**src/rtl/plc_io_image.sv**
```systemverilog
// -----------------------------------------------------------------------------
// plc_io_image
//
// Input/output image stage for the ladder scan engine.
//   * Raw switch/key inputs are brought into the clock domain by a 2-flop
//     synchroniser and then debounced per bit. An input change is accepted
//     only after DEB_CYCLES consecutive cycles at the new level.
//   * Once per scan, in the SAMPLE state, the debounced inputs are frozen into
//     in_img. The per-bit edges relative to the previous image are reported on
//     in_rise and in_fall.
//   * scan_start tells the rung engine that a scan has begun. When the engine
//     answers with scan_done, its coil image is committed to out_phys.
//   * A scan watchdog limits the RUN state to WDT_CYCLES cycles. On expiry the
//     outputs are forced to 0 and the block waits in FAULT for fault_clr.
//
// Ports
//   clk         system clock
//   rst         asynchronous, active-low reset
//   raw_in      physical inputs, active-high, asynchronous to clk
//   scan_done   one-cycle pulse from the rung engine; coil_img valid this cycle
//   coil_img    coil image from the rung engine
//   fault_clr   one-cycle pulse: leave FAULT
//   scan_start  one-cycle pulse: new scan begins, in_img valid
//   in_img      frozen debounced input image
//   in_rise     per-bit 0->1 transitions since the previous image
//   in_fall     per-bit 1->0 transitions since the previous image
//   out_phys    registered physical outputs
//   wdt_fault   watchdog fault flag
//   scan_count  completed-scan counter (wraps)
//
// Every output comes straight from a flop. No input has a combinational path
// to an output.
// -----------------------------------------------------------------------------
module plc_io_image #(
   parameter int N_IN       = 8,
   parameter int N_OUT      = 19,
   parameter int DEB_CYCLES = 1000,
   parameter int WDT_CYCLES = 4096
) (
   input  logic             clk,
   input  logic             rst,
   input  logic [N_IN-1:0]  raw_in,
   input  logic             scan_done,
   input  logic [N_OUT-1:0] coil_img,
   input  logic             fault_clr,
   output logic             scan_start,
   output logic [N_IN-1:0]  in_img,
   output logic [N_IN-1:0]  in_rise,
   output logic [N_IN-1:0]  in_fall,
   output logic [N_OUT-1:0] out_phys,
   output logic             wdt_fault,
   output logic [15:0]      scan_count
);

   localparam int DCW = $clog2(DEB_CYCLES);
   localparam int WCW = $clog2(WDT_CYCLES);
   localparam logic [DCW-1:0] DEB_LAST = DCW'(DEB_CYCLES - 1);
   localparam logic [WCW-1:0] WDT_LAST = WCW'(WDT_CYCLES - 1);

   typedef enum logic [1:0] {
      ST_SAMPLE = 2'd0,
      ST_RUN    = 2'd1,
      ST_FAULT  = 2'd2
   } state_e;

   // ---------------------------------------------------------------------------
   // Synchroniser and debounce
   // ---------------------------------------------------------------------------
   logic [N_IN-1:0] sync1_q;
   logic [N_IN-1:0] sync2_q;
   logic [N_IN-1:0] deb_state_q;
   logic [N_IN-1:0] deb_state_d;
   logic [DCW-1:0]  deb_cnt_q [N_IN];
   logic [DCW-1:0]  deb_cnt_d [N_IN];

   always_ff @(posedge clk or negedge rst) begin
      if (!rst) begin
         sync1_q     <= '0;
         sync2_q     <= '0;
         deb_state_q <= '0;
         // NOTE: the debounce counters are an array, but each one is real
         // control state. They are cleared element by element so that no
         // stale count survives a reset and lets a short glitch through.
         for (int i = 0; i < N_IN; i++) begin
            deb_cnt_q[i] <= '0;
         end
      end else begin
         // NOTE: sequential state is always written with non-blocking
         // assignments. The two synchroniser stages then shift by exactly one
         // flop per edge, whatever order the statements are written in.
         sync1_q     <= raw_in;
         sync2_q     <= sync1_q;
         deb_state_q <= deb_state_d;
         for (int i = 0; i < N_IN; i++) begin
            deb_cnt_q[i] <= deb_cnt_d[i];
         end
      end
   end

   // The counter measures how long sync2_q has disagreed with the accepted
   // level. Any agreement restarts the count, so a glitch shorter than
   // DEB_CYCLES cycles never reaches deb_state_q.
   always_comb begin
      // NOTE: every combinational output is given a default before any
      // branch. No path can leave a signal unassigned, so no latch is inferred.
      deb_state_d = deb_state_q;
      for (int i = 0; i < N_IN; i++) begin
         deb_cnt_d[i] = '0;
         if (sync2_q[i] != deb_state_q[i]) begin
            if (deb_cnt_q[i] == DEB_LAST) begin
               deb_state_d[i] = ~deb_state_q[i];
            end else begin
               deb_cnt_d[i] = deb_cnt_q[i] + DCW'(1);
            end
         end
      end
   end

   // ---------------------------------------------------------------------------
   // Scan state machine, image registers and output latch
   // ---------------------------------------------------------------------------
   state_e           state_q,      state_d;
   logic [WCW-1:0]   wdt_q,        wdt_d;
   logic             scan_start_q, scan_start_d;
   logic [N_IN-1:0]  in_img_q,     in_img_d;
   logic [N_IN-1:0]  in_rise_q,    in_rise_d;
   logic [N_IN-1:0]  in_fall_q,    in_fall_d;
   logic [N_OUT-1:0] out_phys_q,   out_phys_d;
   logic             wdt_fault_q,  wdt_fault_d;
   logic [15:0]      scan_count_q, scan_count_d;

   always_ff @(posedge clk or negedge rst) begin
      if (!rst) begin
         state_q      <= ST_SAMPLE;
         wdt_q        <= '0;
         scan_start_q <= 1'b0;
         in_img_q     <= '0;
         in_rise_q    <= '0;
         in_fall_q    <= '0;
         out_phys_q   <= '0;
         wdt_fault_q  <= 1'b0;
         scan_count_q <= '0;
      end else begin
         state_q      <= state_d;
         wdt_q        <= wdt_d;
         scan_start_q <= scan_start_d;
         in_img_q     <= in_img_d;
         in_rise_q    <= in_rise_d;
         in_fall_q    <= in_fall_d;
         out_phys_q   <= out_phys_d;
         wdt_fault_q  <= wdt_fault_d;
         scan_count_q <= scan_count_d;
      end
   end

   always_comb begin
      state_d      = state_q;
      wdt_d        = wdt_q;
      scan_start_d = 1'b0;
      in_img_d     = in_img_q;
      in_rise_d    = in_rise_q;
      in_fall_d    = in_fall_q;
      out_phys_d   = out_phys_q;
      wdt_fault_d  = wdt_fault_q;
      scan_count_d = scan_count_q;

      unique case (state_q)
         ST_SAMPLE: begin
            // Edges are taken against the image being replaced.
            in_img_d     = deb_state_q;
            in_rise_d    = deb_state_q & ~in_img_q;
            in_fall_d    = ~deb_state_q & in_img_q;
            scan_start_d = 1'b1;
            wdt_d        = '0;
            state_d      = ST_RUN;
         end

         ST_RUN: begin
            wdt_d = wdt_q + WCW'(1);
            // A scan that completes on the expiry cycle still commits, so
            // scan_done is tested before the watchdog.
            if (scan_done) begin
               out_phys_d   = coil_img;
               scan_count_d = scan_count_q + 16'd1;
               state_d      = ST_SAMPLE;
            end else if (wdt_q == WDT_LAST) begin
               out_phys_d  = '0;
               wdt_fault_d = 1'b1;
               state_d     = ST_FAULT;
            end
         end

         ST_FAULT: begin
            // Outputs stay safe until a later scan commits a new image.
            out_phys_d  = '0;
            wdt_fault_d = 1'b1;
            if (fault_clr) begin
               wdt_fault_d = 1'b0;
               state_d     = ST_SAMPLE;
            end
         end

         default: begin
            state_d = ST_SAMPLE;
         end
      endcase
   end

   assign scan_start = scan_start_q;
   assign in_img     = in_img_q;
   assign in_rise    = in_rise_q;
   assign in_fall    = in_fall_q;
   assign out_phys   = out_phys_q;
   assign wdt_fault  = wdt_fault_q;
   assign scan_count = scan_count_q;

endmodule

```
**config.mk**
```make
export PLATFORM = sky130hd
export DESIGN_NAME = plc_io_image
export DESIGN_NICKNAME = d
export VERILOG_FILES = /design/src/rtl/plc_io_image.sv
export SDC_FILE = /design/constraint.sdc
export NUM_CORES = 1
export LEC_CHECK = 0
export CAP_MARGIN = 20
export CORE_MARGIN = 2
export CORE_UTILIZATION = 50
export CTS_CLUSTER_DIAMETER = 50
export CTS_CLUSTER_SIZE = 12
export DETAILED_ROUTE_END_ITERATION = 16
export PLACE_DENSITY = 0.75
export SLEW_MARGIN = 40
export SYNTH_ARGS = -nofsm -noshare
export SYNTH_HDL_FRONTEND = slang
export SYNTH_SLANG_ARGS = --single-unit
```
**constraint.sdc**
```tcl
create_clock -name clk -period 1.55 [get_ports clk]
set_input_delay 0.31 -clock clk [delete_from_list [all_inputs] [get_ports clk]]
set_output_delay 0.31 -clock clk [all_outputs]
set_load 0.05 [all_outputs]
```
* After elaboration in Yosys (flattened, before gate mapping)
Index checks and enable logic that the tools add are counted.
Word-level totals: logic and storage cells 116, output and inout port bits 61, bits in latches 0, RAM bits 0, bits in read-only memories 0, memories 0, register bits 179
Cells by class: shift-type cells 0, add/subtract/negate cells 10, reductions and logical operators 15, divide/modulo/power cells 0, magnitude comparators 0, bitwise logic cells 12, $mul 0, muxes and demuxes 29, equality and inequality tests 23
Operators by type and width (count):
- 2-to-1 mux 10 bit | 16
- adder 10 x 1 -> 10 bit (second input constant) | 8
- == test 10 bit (second input constant) | 8
- 2-to-1 mux 19 bit | 2
- one-hot mux 19 bit (2 select lines) | 1
- one-hot mux 12 bit (2 select lines) | 1
- AND reduction 2 bit | 11
- adder 16 x 1 -> 16 bit (second input constant) | 1
- bitwise AND 8 bit | 2
- NOT 8 bit | 2
- adder 12 x 1 -> 12 bit (second input constant) | 1
- == test 12 bit (second input constant) | 1
- inequality test 1 bit | 8
- NOT 1 bit | 8
- 2-to-1 mux 2 bit | 3
- inequality test 2 bit (second input constant) | 3
- one-hot mux 2 bit (3 select lines) | 1
- 2-to-1 mux 1 bit | 4
- nonzero test 2 bit | 2
- inequality test 3 bit (second input constant) | 1
- AND reduction 3 bit | 1
- == test 2 x 1 -> 1 bit (second input constant) | 1
- == test 2 bit (second input constant) | 1
- zero test 2 bit | 1
- one-hot mux 1 bit (2 select lines) | 1

* Logic depth before layout (Yosys ltp)
Gate-level depths: netlist (run 1).
word-level depth 4, gate-level depth with buffers 7, gate-level depth less buffers 6

* Worst setup path before layout (run 1)
OpenSTA, ideal clock, no wires.
path kind reg2reg, from register scan_count_q[0] (netlist: scan_count[0]), to register scan_count_q[12] (netlist: scan_count[12]), stages on the path, launching flop included 6, setup time 0.142 ns, clock period less this slack 1.722 ns, arrival 1.580 ns, path slack -0.172 ns, data required time 1.408 ns, path through dfrtp_1 > ha_1 > nand3_1 > nor4_1 > nand2_1 > xnor2_1
On the way: word-level cells in the longest chain between the ends 1
RTL lines:
- start: declaration | RTL line 130 | logic [15:0] scan_count_q, scan_count_d;
- start signal: assignment | RTL line 152 | scan_count_q <= scan_count_d;
- adder 16 x 1 -> 16 bit | RTL line 184 | scan_count_d = scan_count_q + 16'd1;
Every way passes these cells. A chain may end at the register's enable or synchronous reset.

* Worst setup path in the final report (run 1)
from register state_q[0], to register out_phys_q[10] (netlist: out_phys[10])
On the way: word-level cells in the longest chain between the ends 3, elaborated cells on any way between the ends 6, those cells by class eq/ne: 3; mux: 1; reduce/logical: 2
RTL lines:
- start: declaration | RTL line 122 | state_e state_q, state_d;
- start signal: assignment | RTL line 144 | state_q <= state_d;
- == test 2 x 1 -> 1 bit / == test 2 bit (equally long branches) | RTL line 167 | unique case (state_q)
- inequality test 3 bit (no source line) / nonzero test 2 bit (equally long branches)
- AND reduction 2 bit (no source line)
- end signal: assignment | RTL line 150 | out_phys_q <= out_phys_d;
- end: declaration | RTL line 128 | logic [N_OUT-1:0] out_phys_q, out_phys_d;
Parallel ways exist; a longest one is shown, timed or not.

==> metrics, run 1 <==
DR vias=5469; most common cell in the netlist=dfrtp_1; failing checks=negative setup slack; row cnt=45; number of setup violations in the final report=21; GPL Wtd Cong=roughly 0.87; top cell type's share of synthesized area=0.5894; leak pwr=about 4.8 nW; Tot Pwr=14.20 mW; CP Cell Sequence=buf_4 -> ha_4 -> buf_4 -> nand2b_1 -> o21ai_4 -> buf_12 -> a22o_1; PwrDens=1318 nW/um^2; drt initial violations=~300; Crit. Startpoint=state_q[0]$_DFFE_PN0P_; share of post-route cells with drive strength above 1=0.2811; Final Worst Setup Slack=-0.06661 ns; Cells after Synth=a little under 700; DRT Pass-1 Iters=5; fin util=0.7163; CTS tree=built; Antenna Cells=0; relative slew slack=0.7749; max_cap viols=0; clk root buf=clkbuf_16; GR Util All Layers=0.2111; final instance area=approximately 11000 sq um; list of most frequent post-synthesis cells=dfrtp_1, nor2_1, xnor2_1; vias in the first global route=5768; DP Area=just under 10000 sq um; worst-path maximum fanout=19; Die Height=about 130 microns; leading area contributor after synthesis=dfrtp_1; Avg Cell Area, Syn=~11 sq um; critical path class=flop to flop; clock slew at the register clock pins of the worst setup and hold paths=0.06 ns; terminus of the critical flop-to-flop path=out_phys[10]$_DFFE_PN0P_; routed vias/inst=roughly 5.2; Reg2Reg Depth=7; slew at the pin with the worst max-slew slack=approximately 0.33 ns; Max stage delay cell, worst path=dfrtp_1; clk sinks=179; Critical Path End Type=flop; Ys Warns=0; initial cell density of the core=0.5055; r2r setup slk=-0.07 ns; final routed DRC violation total=0; H-Tree Depth=4; Syn Nets=approximately 720; final hold violations=0; Area growth, synth to finish=41.69%; Final Max Slew Viols=0; Post-synth top flop=dfrtp_1; Setup WS pre-CTS=-0.4585 ns; Die Wd=roughly 130 microns; skew final=about 0.0084 ns; final hold slack=about 0.31 ns; Max Clk Rate=between 600 and 700 MHz; Cell Area, Synth=roughly 7600 sq um; crit-path most repeated cell=buf_4; ys async rst share=1.000; RSZ-0062 raised after global routing=true; status=complete, but fails checks; Required @ worst endpoint=roughly 1.9 ns; final wirelength=between 15000 and 20000 microns; final period utilization=1.043; worst reg2reg path startpoint=state_q[0]$_DFFE_PN0P_; Seq/Total Area, Yosys=0.5894; grt total ovfl=0; largest net degree at the start of global routing=59; CP Buf/Inv Count=3; io pins=92; final cell count without fillers=about 1000; worst min path class=input pin to async pin; Layout Nets=roughly 900; TritonCTS buffer count=17; Skew-Pair Late Insertion Delay=about 0.43 ns; placed insts=approximately 1000; Die ar.=16200 sq um; first-pass GRT wire length=between 20000 and 30000 microns; CP startpoint kind=flop; final setup TNS=-0.9147 ns; Critical Path AT=about 1.9 ns; Netlist cell types=36; Synth area leaders=dfrtp_1, xnor2_1, xor2_1; VDD IR-drop max=roughly 1.3 mV; Yosys reg bits=between 150 and 200; fillers=1000; wire per inst=15.46 microns; HPWL after DPL=10720 microns; Worst path top cell family by delay=buffers and inverters; core area=about 15000 sq um; post-layout min period=between 1.5 and 2 ns; clock tree buffer depth=2; Detail Route Antenna Nets=0; Post-synth EDFFs=0; # port buffers=just over 90; Worst path max stage delay=about 0.4 ns; initial antenna violation count=0
-- flip-flops by register name (all words and copies together), names as in the netlist --
name and count:
deb_cnt_q 80, deb_state_q 8, in_fall 8, in_img 8, in_rise 8, out_phys 19, scan_count 16, scan_start 1
state_q 2, sync1_q 8, sync2_q 8, wdt_fault 1, wdt_q 12
-- layout by cell type (no fill, tap or decap), drive strengths merged, types with 18 or more instances in the layout --
cell | synthesis | layout
a22o | 30 | 30
buf | 3 | 137
clkbuf | 8 | 21
clkdlybuf4s50 | 0 | 29
dfrtp | 179 | 179
inv | 32 | 32
nand2 | 57 | 57
nand3 | 25 | 25
nand4 | 22 | 22
nor2 | 90 | 90
nor3 | 28 | 28
o21ai | 18 | 18
xnor2 | 55 | 55
xor2 | 42 | 42
-- power by group --
| part | leakage, nW | internal [mW] | switching, mW |
|---|---|---|---|
| clock network | 0.289 | 2.55 | 1.74 |
| logic | 2.11 | 2.07 | 2.23 |
| registers | 2.38 | 5.11 | 0.501 |
| total | 4.78 | 9.73 | 4.47 |
-- worst max-delay path by stage --
stage | to | slack, ns | depth (start not counted)
after global routing | scan_count[15]$_DFFE_PN0P_ | -0.11 | 7
after detailed placement | out_phys[11]$_DFFE_PN0P_ | -0.46 | 4
final | out_phys[10]$_DFFE_PN0P_ | -0.07 | 7
after floorplan | out_phys[10]$_DFFE_PN0P_ | -0.003 | 6
after global placement | out_phys[18]$_DFFE_PN0P_ | -0.40 | 4
after CTS | out_phys[8]$_DFFE_PN0P_ | -0.09 | 7
-- cells by family (layout without fill, tap and decap cells) --
kind of cell	Yosys count	after routing	share of synthesized area
simple gates	269	269	0.1768
flops	179	179	0.5894
xor+xnor	97	97	0.1118
compound gates	61	61	0.05779
buf+inv	43	231	0.02256
fa+ha+maj	13	13	0.02140
mux	11	11	0.02025
-- metal layers --
layer / GRT usage / routed length (microns) / vias up
met1: 0.2489 / 6583 / 2727
li1: - / - / 2620
met2: 0.3677 / 8683 / 93
met5: 0 / 0 / -
met4: 0.09114 / 320 / 0
met3: 0.05276 / 632 / 29
-- cell type report --
class	instances	area [sq um]	area share
Inverter	32	125.1	0.01162
Timing Repair Buffer	168	2198	0.2042
Sequential cell	179	4497	0.4176
Clock buffer	20	446.7	0.04148
Tap cell	188	235.2	0.02185
Clock inverter	11	136.4	0.01267
Multi-Input combinational cell	451	3129	0.2906
-- timing repair --
action	4_1_cts	5_1_grt
hold buffers	1	0
buffers inserted	8	11
pin swaps	25	34
setup endpoints to repair	60	67
hold endpoints to repair	22	0
gates cloned	2	1
gates resized for setup	22	28
Note: power is estimated with default switching activity, not from simulation.
==> run 2, diff against run 1 <==
SLEW_MARGIN = not set   (was 40)
==> results of run 2 <==
Final layout, timing and power as in run 1 (identical DEF).
==> run 3, diff against run 2 <==
MAX_ROUTING_LAYER = met4   (was not set)
==> run 3 against run 2 <==
Compared with the run above:
- routed wire length increased by 0.31%
- the flow still finishes with violations (negative setup slack)
- sequential share of layout area about the same
- clock skew about the same
- non-clock buffer count unchanged
- flip-flop and latch count unchanged
- power about the same
- critical path type unchanged
==> metrics, run 3 (same netlist as run 1, synthesis figures left out) <==
worst-path maximum fanout=19 (unchanged); Layout Nets=893 (unchanged); final hold violations=0 (unchanged); PwrDens=1318 nW/um^2 (about the same); skew final=0.008596 ns (+0.0002366 ns); vias in the first global route=5777 (+0.16%); RSZ-0062 raised after global routing=true; row cnt=45 (unchanged); Critical Path End Type=flop; final period utilization=1.038 (-0.004809); HPWL after DPL=10720 microns (unchanged); final wirelength=16270 microns (+0.31%); Setup WS pre-CTS=-0.4585 ns (unchanged); TritonCTS buffer count=17 (unchanged); placed insts=997 (unchanged); DRT Pass-1 Iters=4 (-1); H-Tree Depth=4 (unchanged); max FFs per register=80 (unchanged); Die ar.=16200 sq um (unchanged); clock tree buffer depth=2 (unchanged); Die Height=127.3 microns (unchanged); Antenna Cells=0 (unchanged); grt total ovfl=0 (unchanged); core area=15030 sq um (unchanged); Worst path top cell family by delay=buffers and inverters; Worst path max stage delay=0.40 ns (about the same); DR vias=5490 (+0.38%); share of post-route cells with drive strength above 1=0.2822 (+0.001161); GPL Wtd Cong=0.8859 (+1.6%); Tot Pwr=14.19 mW (about the same); status=complete, but fails checks; Reg2Reg Depth=7 (unchanged); Required @ worst endpoint=1.87 ns (about the same); relative slew slack=0.7749 (about the same); routed vias/inst=5.234 (+0.38%); Final Worst Setup Slack=-0.05915 ns (+0.007454 ns); GR Util All Layers=0.2174 (+0.006309); slew at the pin with the worst max-slew slack=0.3340 ns (-0.000003695 ns); Critical Path AT=1.93 ns (about the same); Final Max Slew Viols=0 (unchanged); Detail Route Antenna Nets=0 (unchanged); leak pwr=4.768 nW (-0.27%); CP Buf/Inv Count=3 (unchanged); fillers=1001 (+0.10%); Max Clk Rate=621.4 MHz (+0.46%); most common cell after layout, fill and taps aside=dfrtp_1; wire per inst=15.51 microns (+0.31%); drt initial violations=303 (+2.7%); initial antenna violation count=0 (unchanged); Area growth, synth to finish=41.65% (about the same); Die Wd=127.3 microns (unchanged); clock slew at the register clock pins of the worst setup and hold paths=0.06 ns (about the same); Skew-Pair Late Insertion Delay=0.43 ns (about the same); CP startpoint kind=flop; CP Cell Sequence=buf_4 -> ha_4 -> buf_4 -> nand2b_1 -> o21ai_4 -> buf_12 -> a22o_1; max_cap viols=0 (unchanged); first-pass GRT wire length=27050 microns (about the same); largest net degree at the start of global routing=59 (unchanged); Max stage delay cell, worst path=dfrtp_1; final routed DRC violation total=0 (unchanged); initial cell density of the core=0.5055 (unchanged); most frequent cells in the layout=dfrtp_1, nor2_1, buf_12, buf_4, xnor2_1; post-layout min period=1.609 ns (-0.007454 ns); crit-path most repeated cell=buf_4; # port buffers=91 (unchanged); CTS tree=built; critical path depth in cells=7 (unchanged); failing checks=negative setup slack; VDD IR-drop max=1.295 mV (about the same); critical path class=flop to flop; final setup TNS=-0.7689 ns (+0.1458 ns); number of setup violations in the final report=21 (unchanged); io pins=92 (unchanged); worst min path class=input pin to async pin; final cell count without fillers=1049 (unchanged); Biggest register=deb_cnt_q; clk sinks=179 (unchanged); clk root buf=clkbuf_16
==> run 3: cell count changes in the layout (fill, tap and decap cells not counted) <==
cell	change
nand2_1	-1
nand2_2	+2
nand2_4	-1
==> run 3: repair_timing <==
item,CTS,global route
setup endpoints to repair,60,69
cloned,2,1
setup buffers,8,11
hold buffers,1,0
pin swaps,25,33
gates resized for setup,22,28
endpoints found under the hold margin,22,0
==> run 3: per-stage QoR <==
step	utilization	hold slack [ns]	area, sq um
2_1_floorplan	-	0.01441	7624
3_3_place_gp	0.6509	0.1898	9784
3_5_place_dp	0.6509	0.1929	9784
4_1_cts	0.7040	0.2985	10580
5_1_grt	0.7161	0.2954	10770
6_report	0.7161	0.3095	10770
==> run 3: per-layer routing <==
metal	track usage	vias to the layer above	wire, microns
met5	-	-	0
met2	0.3671	104	8678
met1	0.2532	2733	6633
met4	0.09114	0	384
met3	0.04690	32	573
li1	-	2621	-
==> run 3: path summary, 6_finish.rpt <==
path                                             start                  endpoint  slack (ns)
worst max register to register  state_q[0]$_DFFE_PN0P_  out_phys[10]$_DFFE_PN0P_       -0.06
worst min register to register    sync1_q[7]$_DFF_PN0_      sync2_q[7]$_DFF_PN0_        0.35
worst max-delay path            state_q[0]$_DFFE_PN0P_  out_phys[10]$_DFFE_PN0P_       -0.06
max in group asynchronous                          rst      wdt_q[5]$_DFFE_PN0P_        0.65
min in group clk                             raw_in[4]      sync1_q[4]$_DFF_PN0_        0.31
worst min-delay path                               rst    deb_cnt_q[8]$_DFF_PN0_        0.31
==> run 3: power by group <==
part	total [mW]	internal [mW]	switching (mW)
combinational	4.29	2.07	2.22
sequential	5.62	5.11	0.504
clock	4.29	2.55	1.73
==> run 3: final cells by class <==
class,count,area [sq um],share of cell area
inverter,32,125.1,0.01162
clock inverter,11,136.4,0.01267
tap,188,235.2,0.02185
sequential,179,4497,0.4177
clock buffer,20,446.7,0.04149
multi-input combinational,451,3127,0.2904
timing repair buffer,168,2198,0.2042
